### config.mk
export PLATFORM = sky130hd
export DESIGN_NAME = gates_bist
export DESIGN_NICKNAME = d
export VERILOG_FILES = /design/src/rtl/gates_pkg.sv /design/src/rtl/gates_ref_model.sv /design/src/rtl/gates_bist.sv
export SDC_FILE = /design/constraint.sdc
export NUM_CORES = 1
export LEC_CHECK = 0
export BUFFER_PORTS_ARGS = -buffer_cell sky130_fd_sc_hd__buf_2
export CORE_ASPECT_RATIO = 0.8
export CORE_MARGIN = 4
export CORE_UTILIZATION = 36
export CTS_CLUSTER_SIZE = 28
export DETAILED_ROUTE_END_ITERATION = 8
export SYNTH_ARGS = -nofsm -noshare
export SYNTH_HDL_FRONTEND = slang
export SYNTH_SLANG_ARGS = --single-unit
export TNS_END_PERCENT = 100
### constraint.sdc
create_clock -name clk -period 2 [get_ports clk]
set_input_delay 0.6 -clock clk [delete_from_list [all_inputs] [get_ports clk]]
set_output_delay 0.6 -clock clk [all_outputs]
set_load 0.1 [all_outputs]
### src/rtl/gates_pkg.sv
// Shared types for the gates block and its built-in self-test driver/checker.
package gates_pkg;

  localparam int unsigned GATES_W = 4;

  typedef struct packed {
    logic               s;
    logic [GATES_W-1:0] a;
    logic [GATES_W-1:0] b;
  } gates_vec_t;

  typedef enum logic [2:0] {
    IDLE,
    APPLY,
    SETTLE,
    CHECK,
    DONE
  } bist_state_t;

  typedef struct packed {
    logic [GATES_W-1:0] y7;
    logic [GATES_W-1:0] y6;
    logic [GATES_W-1:0] y5;
    logic [GATES_W-1:0] y4;
    logic [GATES_W-1:0] y3;
    logic [GATES_W-1:0] y2;
    logic [GATES_W-1:0] y1;
  } gates_out_t;

endpackage

### src/rtl/gates_ref_model.sv
// Combinational golden model of the gates block outputs for a given {s,a,b}.
module gates_ref_model
  import gates_pkg::*;
(
  input  logic [GATES_W-1:0] a,
  input  logic [GATES_W-1:0] b,
  input  logic               s,
  output gates_out_t         y_exp
);

  always_comb begin
    y_exp    = '0;
    y_exp.y1 = a & b;
    y_exp.y2 = a | b;
    y_exp.y3 = a ^ b;
    y_exp.y4 = ~(a | b);
    y_exp.y5 = ~(a & b);
    y_exp.y6 = ~(a ^ b);
    // y7 only carries a value while the tristate is enabled
    y_exp.y7 = s ? a : '0;
  end

endmodule

### src/rtl/gates_bist.sv
// BIST driver/checker for the gates block: sweeps every {s,a,b}, checks y outputs.
// Define GATES_BIST_EXT_EN to also check y6 and the y7 tristate output.
module gates_bist
  import gates_pkg::*;
#(
  parameter int unsigned W             = GATES_W,
  parameter int unsigned SETTLE_CYCLES = 2,
  parameter int unsigned ERR_W         = 8,
  parameter bit          STOP_ON_FAIL  = 1'b0
) (
  input  logic             clk,
  input  logic             rst,
  input  logic             start,
  output logic [W-1:0]     a,
  output logic [W-1:0]     b,
  output logic             s,
  input  logic [W-1:0]     y1,
  input  logic [W-1:0]     y2,
  input  logic [W-1:0]     y3,
  input  logic [W-1:0]     y4,
  input  logic [W-1:0]     y5,
  input  logic [W-1:0]     y6,
  input  logic [W-1:0]     y7,
  output logic             busy,
  output logic             done,
  output logic             pass,
  output logic [ERR_W-1:0] err_count,
  output logic [2*W:0]     fail_vec,
  output logic [6:0]       fail_mask
);

  localparam int unsigned VEC_W = 2 * W + 1;
  localparam int unsigned CNT_W = $clog2(SETTLE_CYCLES + 1);

  bist_state_t      state;
  logic [VEC_W-1:0] idx;
  logic [CNT_W-1:0] cnt;
  gates_vec_t       vec_c;
  gates_out_t       y_exp;
  logic [6:0]       mask_c;
  logic             mismatch_c;
  logic             last_c;

  assign vec_c = idx;

  gates_ref_model u_ref (
    .a     (a),
    .b     (b),
    .s     (s),
    .y_exp (y_exp)
  );

  // Case-inequality so X/Z on a checked output counts as a mismatch in simulation
  always_comb begin
    mask_c    = '0;
    mask_c[0] = (y1 !== y_exp.y1);
    mask_c[1] = (y2 !== y_exp.y2);
    mask_c[2] = (y3 !== y_exp.y3);
    mask_c[3] = (y4 !== y_exp.y4);
    mask_c[4] = (y5 !== y_exp.y5);
`ifdef GATES_BIST_EXT_EN
    mask_c[5] = (y6 !== y_exp.y6);
    mask_c[6] = s && (y7 !== y_exp.y7);
`endif
  end

`ifndef GATES_BIST_EXT_EN
  logic unused_ext;
  assign unused_ext = ^{y6, y7, y_exp.y6, y_exp.y7};
`endif

  assign mismatch_c = |mask_c;
  assign last_c     = (idx == '1);

  always_ff @(posedge clk or posedge rst) begin
    if (rst) begin
      state     <= IDLE;
      idx       <= '0;
      cnt       <= '0;
      a         <= '0;
      b         <= '0;
      s         <= 1'b0;
      busy      <= 1'b0;
      done      <= 1'b0;
      pass      <= 1'b0;
      err_count <= '0;
      fail_vec  <= '0;
      fail_mask <= '0;
    end else begin
      case (state)
        IDLE, DONE: begin
          if (start) begin
            err_count <= '0;
            fail_vec  <= '0;
            fail_mask <= '0;
            done      <= 1'b0;
            pass      <= 1'b0;
            idx       <= '0;
            busy      <= 1'b1;
            state     <= APPLY;
          end
        end
        APPLY: begin
          s     <= vec_c.s;
          a     <= vec_c.a;
          b     <= vec_c.b;
          cnt   <= CNT_W'(SETTLE_CYCLES);
          state <= SETTLE;
        end
        SETTLE: begin
          cnt <= cnt - CNT_W'(1);
          if (cnt == CNT_W'(1)) state <= CHECK;
        end
        CHECK: begin
          if (mismatch_c) begin
            if (err_count != '1) err_count <= err_count + ERR_W'(1);
            if (err_count == '0) begin
              fail_vec  <= {s, a, b};
              fail_mask <= mask_c;
            end
          end
          if (last_c || (STOP_ON_FAIL && mismatch_c)) begin
            busy  <= 1'b0;
            done  <= 1'b1;
            pass  <= (err_count == '0) && !mismatch_c;
            state <= DONE;
          end else begin
            idx   <= idx + VEC_W'(1);
            state <= APPLY;
          end
        end
        default: state <= IDLE;
      endcase
    end
  end

endmodule

## Word level (Yosys, flattened, before mapping)

Cells that the tools add are included.

| operators by class | value |
|---|---|
| reductions and logical operators | 13 |
| eq/ne operators | 19 |
| bitwise operators | 5 |
| $add $sub $neg | 3 |
| muxes and demuxes | 27 |

Operators with widths:

| cell | number |
|---|---|
| two-way mux 9 bit | 4 |
| one-hot mux 9 bit (2 select lines) | 2 |
| two-way mux 8 bit | 3 |
| two-way mux 7 bit | 3 |
| case inequality test 4 bit | 5 |
| one-hot mux 8 bit (2 select lines) | 1 |
| inequality test 2 bit, second input constant | 7 |
| one-hot mux 7 bit (2 select lines) | 1 |
| one-hot mux 3 bit (4 select lines) | 1 |
| adder 9 x 1 -> 9 bit, second input constant | 1 |
| == test 9 bit, second input constant | 1 |
| two-way mux 3 bit | 3 |
| adder 8 x 1 -> 8 bit, second input constant | 1 |
| logical NOT 8 bit | 1 |
| inequality test 8 bit, second input constant | 1 |
| inverter 4 bit | 2 |
| AND reduction 4 bit | 2 |
| == test 3 x 2 -> 1 bit, second input constant | 2 |
| one-hot mux 1 bit (2 select lines) | 3 |
| AND reduction 3 bit | 2 |
| two-way mux 1 bit | 5 |
| OR reduction 5 bit | 1 |
| AND 4 bit | 1 |
| bitwise OR 4 bit | 1 |
| 12 further kinds | 13 |

| storage, ports and cells | value |
|---|---|
| word-level logic and storage cells | 79 |
| output and inout bits | 36 |
| input port bits | 31 |
| flip-flop bits (word level) | 50 |

## Logic depth before layout (Yosys ltp)

| logic depth | value |
|---|---|
| depth after elaboration | 8 |
| depth in mapped cells | 9 |
| depth with buffers taken out | 9 |

## By module

From an unflattened synthesis, not the netlist that was laid out.

| unflattened totals | value |
|---|---|
| cell total of the unflattened synthesis | 264 |
| area total of the unflattened synthesis | 2676.3 um2 |

Modules (own cells, without submodules):

| module | cells each | sequential area each (um2) | times used | area each (um2) |
|---|---|---|---|---|
| gates_bist | 224 | 1201.2 | 1 | 2376.0 |
| gates_ref_model | 40 | 0.0 | 1 | 300.3 |

## Least setup slack after synthesis

OpenSTA, ideal clock, no wires.

| path | value |
|---|---|
| path kind | reg2reg |
| start | register a[1] |
| end | register err_count[2] |
| stages on the path, launching flop included | 10 |
| setup time | 0.119 ns |
| data arrival time | 2.719 ns |
| period minus slack after synthesis | 2.838 ns |
| required time | 1.881 ns |
| path buffers | 1 |
| path slack | -0.838 ns |
| path through | dfrtp_1 inv_1 ha_1 xor2_1 nor4_1 nand4_1 nor2_2 buf_2 nor4_1 o21a_1 |

| on the way | value |
|---|---|
| longest elaborated chain between the ends | 6 |
| elaborated cells between the ends (all ways) | 13 |
| those cells by class | 6 x eq/ne; 5 x bitwise; 2 x reduce/logical |

RTL lines:

| what | line | RTL |
|---|---|---|
| from (decl) | gates_bist.sv:14 | `output logic [W-1:0] a,` |
| from (signal assigned) | gates_bist.sv:105 | `a <= vec_c.a;` |
| bitwise OR 4 bit / AND 4 bit (equally long branches) | - |  |
| inverter 4 bit, on equally long branches | gates_ref_model.sv:16, gates_ref_model.sv:17 |  |
| case inequality test 4 bit, on equally long branches | gates_bist.sv:59, gates_bist.sv:60 |  |
| OR reduction 5 bit (*) | gates_bist.sv:72 | `assign mismatch_c = \|mask_c;` |
| inequality test 2 bit (no source line) (*) | - |  |
| AND reduction 4 bit (no source line) (*) | - |  |
| to (signal assigned) | gates_bist.sv:116 | `if (err_count != '1) err_count <= err_count + ERR_W'(1);` |
| to (decl) | gates_bist.sv:27 | `output logic [ERR_W-1:0] err_count,` |

Mark *: on every way between the ends. The rest lies on a longest branch, timed or not.
A chain may end at the register's enable or synchronous reset.

## Worst setup path after layout

| path | value |
|---|---|
| start | register b[2] |
| end | register fail_vec[6] |

| on the way | value |
|---|---|
| longest elaborated chain between the ends | 6 |
| elaborated cells between the ends (all ways) | 13 |
| those cells by class | 6 x eq/ne; 5 x bitwise; 2 x reduce/logical |

RTL lines:

| what | line | RTL |
|---|---|---|
| from (decl) | gates_bist.sv:15 | `output logic [W-1:0] b,` |
| from (signal assigned) | gates_bist.sv:106 | `b <= vec_c.b;` |
| bitwise OR 4 bit / AND 4 bit (equally long branches) | - |  |
| inverter 4 bit, on equally long branches | gates_ref_model.sv:16, gates_ref_model.sv:17 |  |
| case inequality test 4 bit, on equally long branches | gates_bist.sv:59, gates_bist.sv:60 |  |
| OR reduction 5 bit (*) | gates_bist.sv:72 |  |
| inequality test 2 bit (no source line) (*) | - |  |
| AND reduction 4 bit (no source line) (*) | - |  |
| to (signal assigned) | gates_bist.sv:118 | `fail_vec <= {s, a, b};` |
| to (decl) | gates_bist.sv:28 | `output logic [2*W:0] fail_vec,` |

Marked as above.

==> impl.org <==
** Synth
- The synthesized design contains 0 enable-type register cells.
- Predominant post-synthesis flop cell :: sky130_fd_sc_hd__dfrtp_1
- Area leader, netlist :: sky130_fd_sc_hd__dfrtp_1
- The cell area that synthesis handed to floorplanning was 2629 µm².
- Yosys printed 0 warnings.
- Sequential element share of the synthesized area :: 45.69%
- The synthesized netlist contains 45 unique library cells.
- Summed over its instances, the top area cell type makes up 45.69% of the synthesized netlist area.
- Counting every instance in the synthesized netlist gives 274.
- Synthesis inferred 48 register bits.
- Yosys attributes the largest share of cell area to sky130_fd_sc_hd__dfrtp_1 46%, sky130_fd_sc_hd__ha_1 6.2%, sky130_fd_sc_hd__xor2_1 5.0%.
- Averaged over all synthesized cells, the footprint is 9.594 µm².
- Of all flip-flops after synthesis, the portion carrying an async set or reset was 100.0%.

** Global route
- The via count of the first global-routing pass came to 2269.
- Overall overflow remaining after global route :: 0
- Entering global routing, the biggest net connects 35 pins.
- Overall Global Routing Usage :: 14.88%
- First-pass GRT wire length :: 10.81 mm
- The number of antenna violations at the first check in global routing came to 0.

** Timing
- The max-slew violation count was 0.
- Total Negative Setup Slacks :: -2400 ps
- Setup ws final :: -140.2 ps
- For the pin with the worst max-slew slack, the measured transition is 502.0 ps.
- Time the worst path needs with I/O delays and setup :: 2140 ps
- Static timing analysis puts the maximum clock frequency at 467.2 MHz.
- Hold Fails Final Rpt :: 0
- On the final layout, the worst clock skew is 13.48 ps.
- RSZ-0062 raised after global routing :: yes
- Final Hold Slack :: 246.1 ps
- In the finished design, the share of the clock period the worst path needs comes to 107.0%.
- In this run the tightest slew margin relative to its limit is 66.24%.
- Setup violations remaining at the end of the flow were counted as 23.

** Floorplanning
- Total core area :: 6993 µm²
- Area of the die :: 8742 µm²
- In this run the core area contains 27 standard-cell rows.
- Pin placement for this block handled 67 I/O pins.
- Starting density of the core :: 37.59%
- Overall die width :: 103.5 µm
- In this run the vertical extent of the chip is 84.43 µm.

** Setup path
- Start-to-end type of the worst setup path :: reg2reg
- In this run the register-to-register setup slack is -140 ps.
- Worst-path fanout max :: 14
- Crit path capture type :: flop
- FF-to-FF path depth :: 10
- STA puts the critical path data required time at 2180 ps.
- Kind of start point of the critical path :: flop
- Arrival time of the worst setup path :: 2320 ps

** Place
- The HPWL after detailed placement is 4.881 mm.
- Number of I/O port buffers :: 56
- Placer congestion estimate :: 0.8410
- Placed cell count :: 448
- The placed instances occupy a cell area of 3390 µm².

** Cells and area
- The finished cells cover 3577 µm².
- Post-Layout Cell Count :: 458
- Total number of nets in the final design :: 414
- Share of final-layout standard cells stronger than drive strength 1 :: 43.67%
- Number of antenna diodes :: 0
- The area growth from synthesis to layout is 36.08%.
- In the layout the commonest cells are 56 x sky130_fd_sc_hd__buf_2, 40 x sky130_fd_sc_hd__buf_4, 33 x sky130_fd_sc_hd__nand2_1.
- The library cell used most frequently in the layout, excluding fill and tap cells, is sky130_fd_sc_hd__buf_2.

** Detailed routing
- Using the TritonRoute via totals, the vias-per-cell ratio works out to 4.793.
- For this block, the routed nets add up to 6.330 mm of wire.
- Wire length per cell after detailed routing :: 13.82 µm
- Number of optimization iterations in the first detailed-route pass :: 4
- Antenna-violating nets left :: 0
- In this run, the number of DRC markers left after iteration 0 of detailed routing was 84.
- DRC viols :: 0
- Summing over every cut layer, the via total after detailed routing is 2195.

** Flow run
- Max-cap violations in this run came to 0.

** CTS
- Clock net sink count :: 48
- Buffers inserted during clock tree synthesis total 5.
- Worst-skew pair later-pin latency :: 300 ps
- Clock transition at the register clock pins on the worst setup and hold paths after CTS :: 100 ps
- Clock Path Buffers :: 2
- Buffer cell driving the clock tree root :: sky130_fd_sc_hd__clkbuf_8
- H-Tree Level Count :: 2
- Buffers inserted to repair hold after CTS numbered 0.
- TritonCTS clock tree :: yes

** Status
- The flow ran to the end, but the final reports show violations.
- Violated checks :: negative setup slack

** Min path
- The tightest min-delay check is of the in2async type.

** Pwr
- In this run the power density over the cells is 508.1 nW/µm².
- The worst-case IR drop observed on VDD is 0.0003753 V.
- Leakage power of the design :: 1.600 nW
worst max-delay path, cell delays in order (launching register included):
cell	delay, ps
sky130_fd_sc_hd__dfrtp_4	510
sky130_fd_sc_hd__inv_4	80
sky130_fd_sc_hd__ha_4	200
sky130_fd_sc_hd__xor2_1	150
sky130_fd_sc_hd__nor4_2	270
sky130_fd_sc_hd__buf_4	150
sky130_fd_sc_hd__nand4_1	140
sky130_fd_sc_hd__nor2_4	190
sky130_fd_sc_hd__a21oi_4	50
sky130_fd_sc_hd__buf_12	160
sky130_fd_sc_hd__mux2i_1	120
metal layers:
layer | GRT usage, % | vias to the layer above | routed length, µm
met1 | 19.61 | 1056 | 3109
li1 | - | 1108 | -
met3 | 2.998 | 2 | 166
met5 | 0 | - | 0
met2 | 26.13 | 29 | 3034
met4 | 2.053 | 0 | 20
through the flow:
stage	setup WS [ps]	power, mW	utilization (%)
6_report	-140.2	1.818	51.15
5_1_grt	-260.9	1.890	51.15
4_1_cts	-218.8	1.826	50.42
3_5_place_dp	-283.2	1.250	48.47
3_3_place_gp	-240.5	1.246	48.47
2_1_floorplan	-262.8	1.170	-
registers in the layout, indices dropped and copies added (netlist names):
register,flops
s,1
busy,1
b,4
fail_mask,5
cnt,2
done,1
state,3
idx,9
err_count,8
fail_vec,9
pass,1
a,4
where the power goes:
group | internal (mW) | switching (mW) | total (mW) | leakage, nW
clock network | 0.246 | 0.336 | 0.581 | 0.0412
registers | 0.985 | 0.0124 | 0.998 | 0.522
logic | 0.0796 | 0.159 | 0.239 | 1.04
total | 1.31 | 0.507 | 1.82 | 1.60
cells in the mapped netlist (2+ instances only):
cell,n
sky130_fd_sc_hd__nand3_1,7
sky130_fd_sc_hd__buf_2,3
sky130_fd_sc_hd__nor3_1,6
sky130_fd_sc_hd__buf_4,2
sky130_fd_sc_hd__mux2_2,2
sky130_fd_sc_hd__xor2_1,15
sky130_fd_sc_hd__inv_1,30
sky130_fd_sc_hd__a21oi_1,5
sky130_fd_sc_hd__o21ai_0,20
sky130_fd_sc_hd__nor4_1,6
sky130_fd_sc_hd__nand4_1,3
sky130_fd_sc_hd__o22ai_1,5
sky130_fd_sc_hd__nand2_1,33
sky130_fd_sc_hd__o31ai_1,5
sky130_fd_sc_hd__ha_1,13
sky130_fd_sc_hd__dfrtp_1,48
sky130_fd_sc_hd__or3_1,2
sky130_fd_sc_hd__clkbuf_1,4
sky130_fd_sc_hd__mux2i_1,10
sky130_fd_sc_hd__xnor2_1,12
sky130_fd_sc_hd__nor2_1,19
repair_timing:
action                                 4_1_cts  5_1_grt
pin swaps                                    2        2
resized for setup                            5       10
setup endpoints to repair                   23       26
endpoints found under the hold margin        0        0
setup buffers                                1        1
final timing paths:
path	startpoint	to
worst max-delay path	b[2]$_DFFE_PP0P_	fail_vec[6]$_DFFE_PP0P_
worst min-delay path	rst	pass$_DFFE_PP0P_
worst max register to register	b[2]$_DFFE_PP0P_	fail_vec[6]$_DFFE_PP0P_
worst min register to register	done$_DFFE_PP0P_	done$_DFFE_PP0P_
max in group asynchronous	rst	a[1]$_DFFE_PP0P_
min in group clk	done$_DFFE_PP0P_	done$_DFFE_PP0P_
layout make-up:
type	count	area, µm²
clock buffers	6	72.57
clock inverters	2	12.51
fillers	656	3416
inverters	30	122.6
multi-input cells	186	1374
flip-flops and latches	48	1246
well taps	87	108.9
repair buffers	99	640.6
logic make-up after synthesis:
family / after synthesis / share of synthesized area, %
buffers and inverters: 41 / 7.091
xor gates and xnor gates: 27 / 8.996
adders and majority gates: 13 / 6.188
and+or+nand+nor: 87 / 16.47
other: 1 / 0.1427
muxes: 12 / 4.665
DFF: 48 / 45.69
AOI/OAI and AO/OA: 45 / 10.76
(Power assumes the default switching activity.)
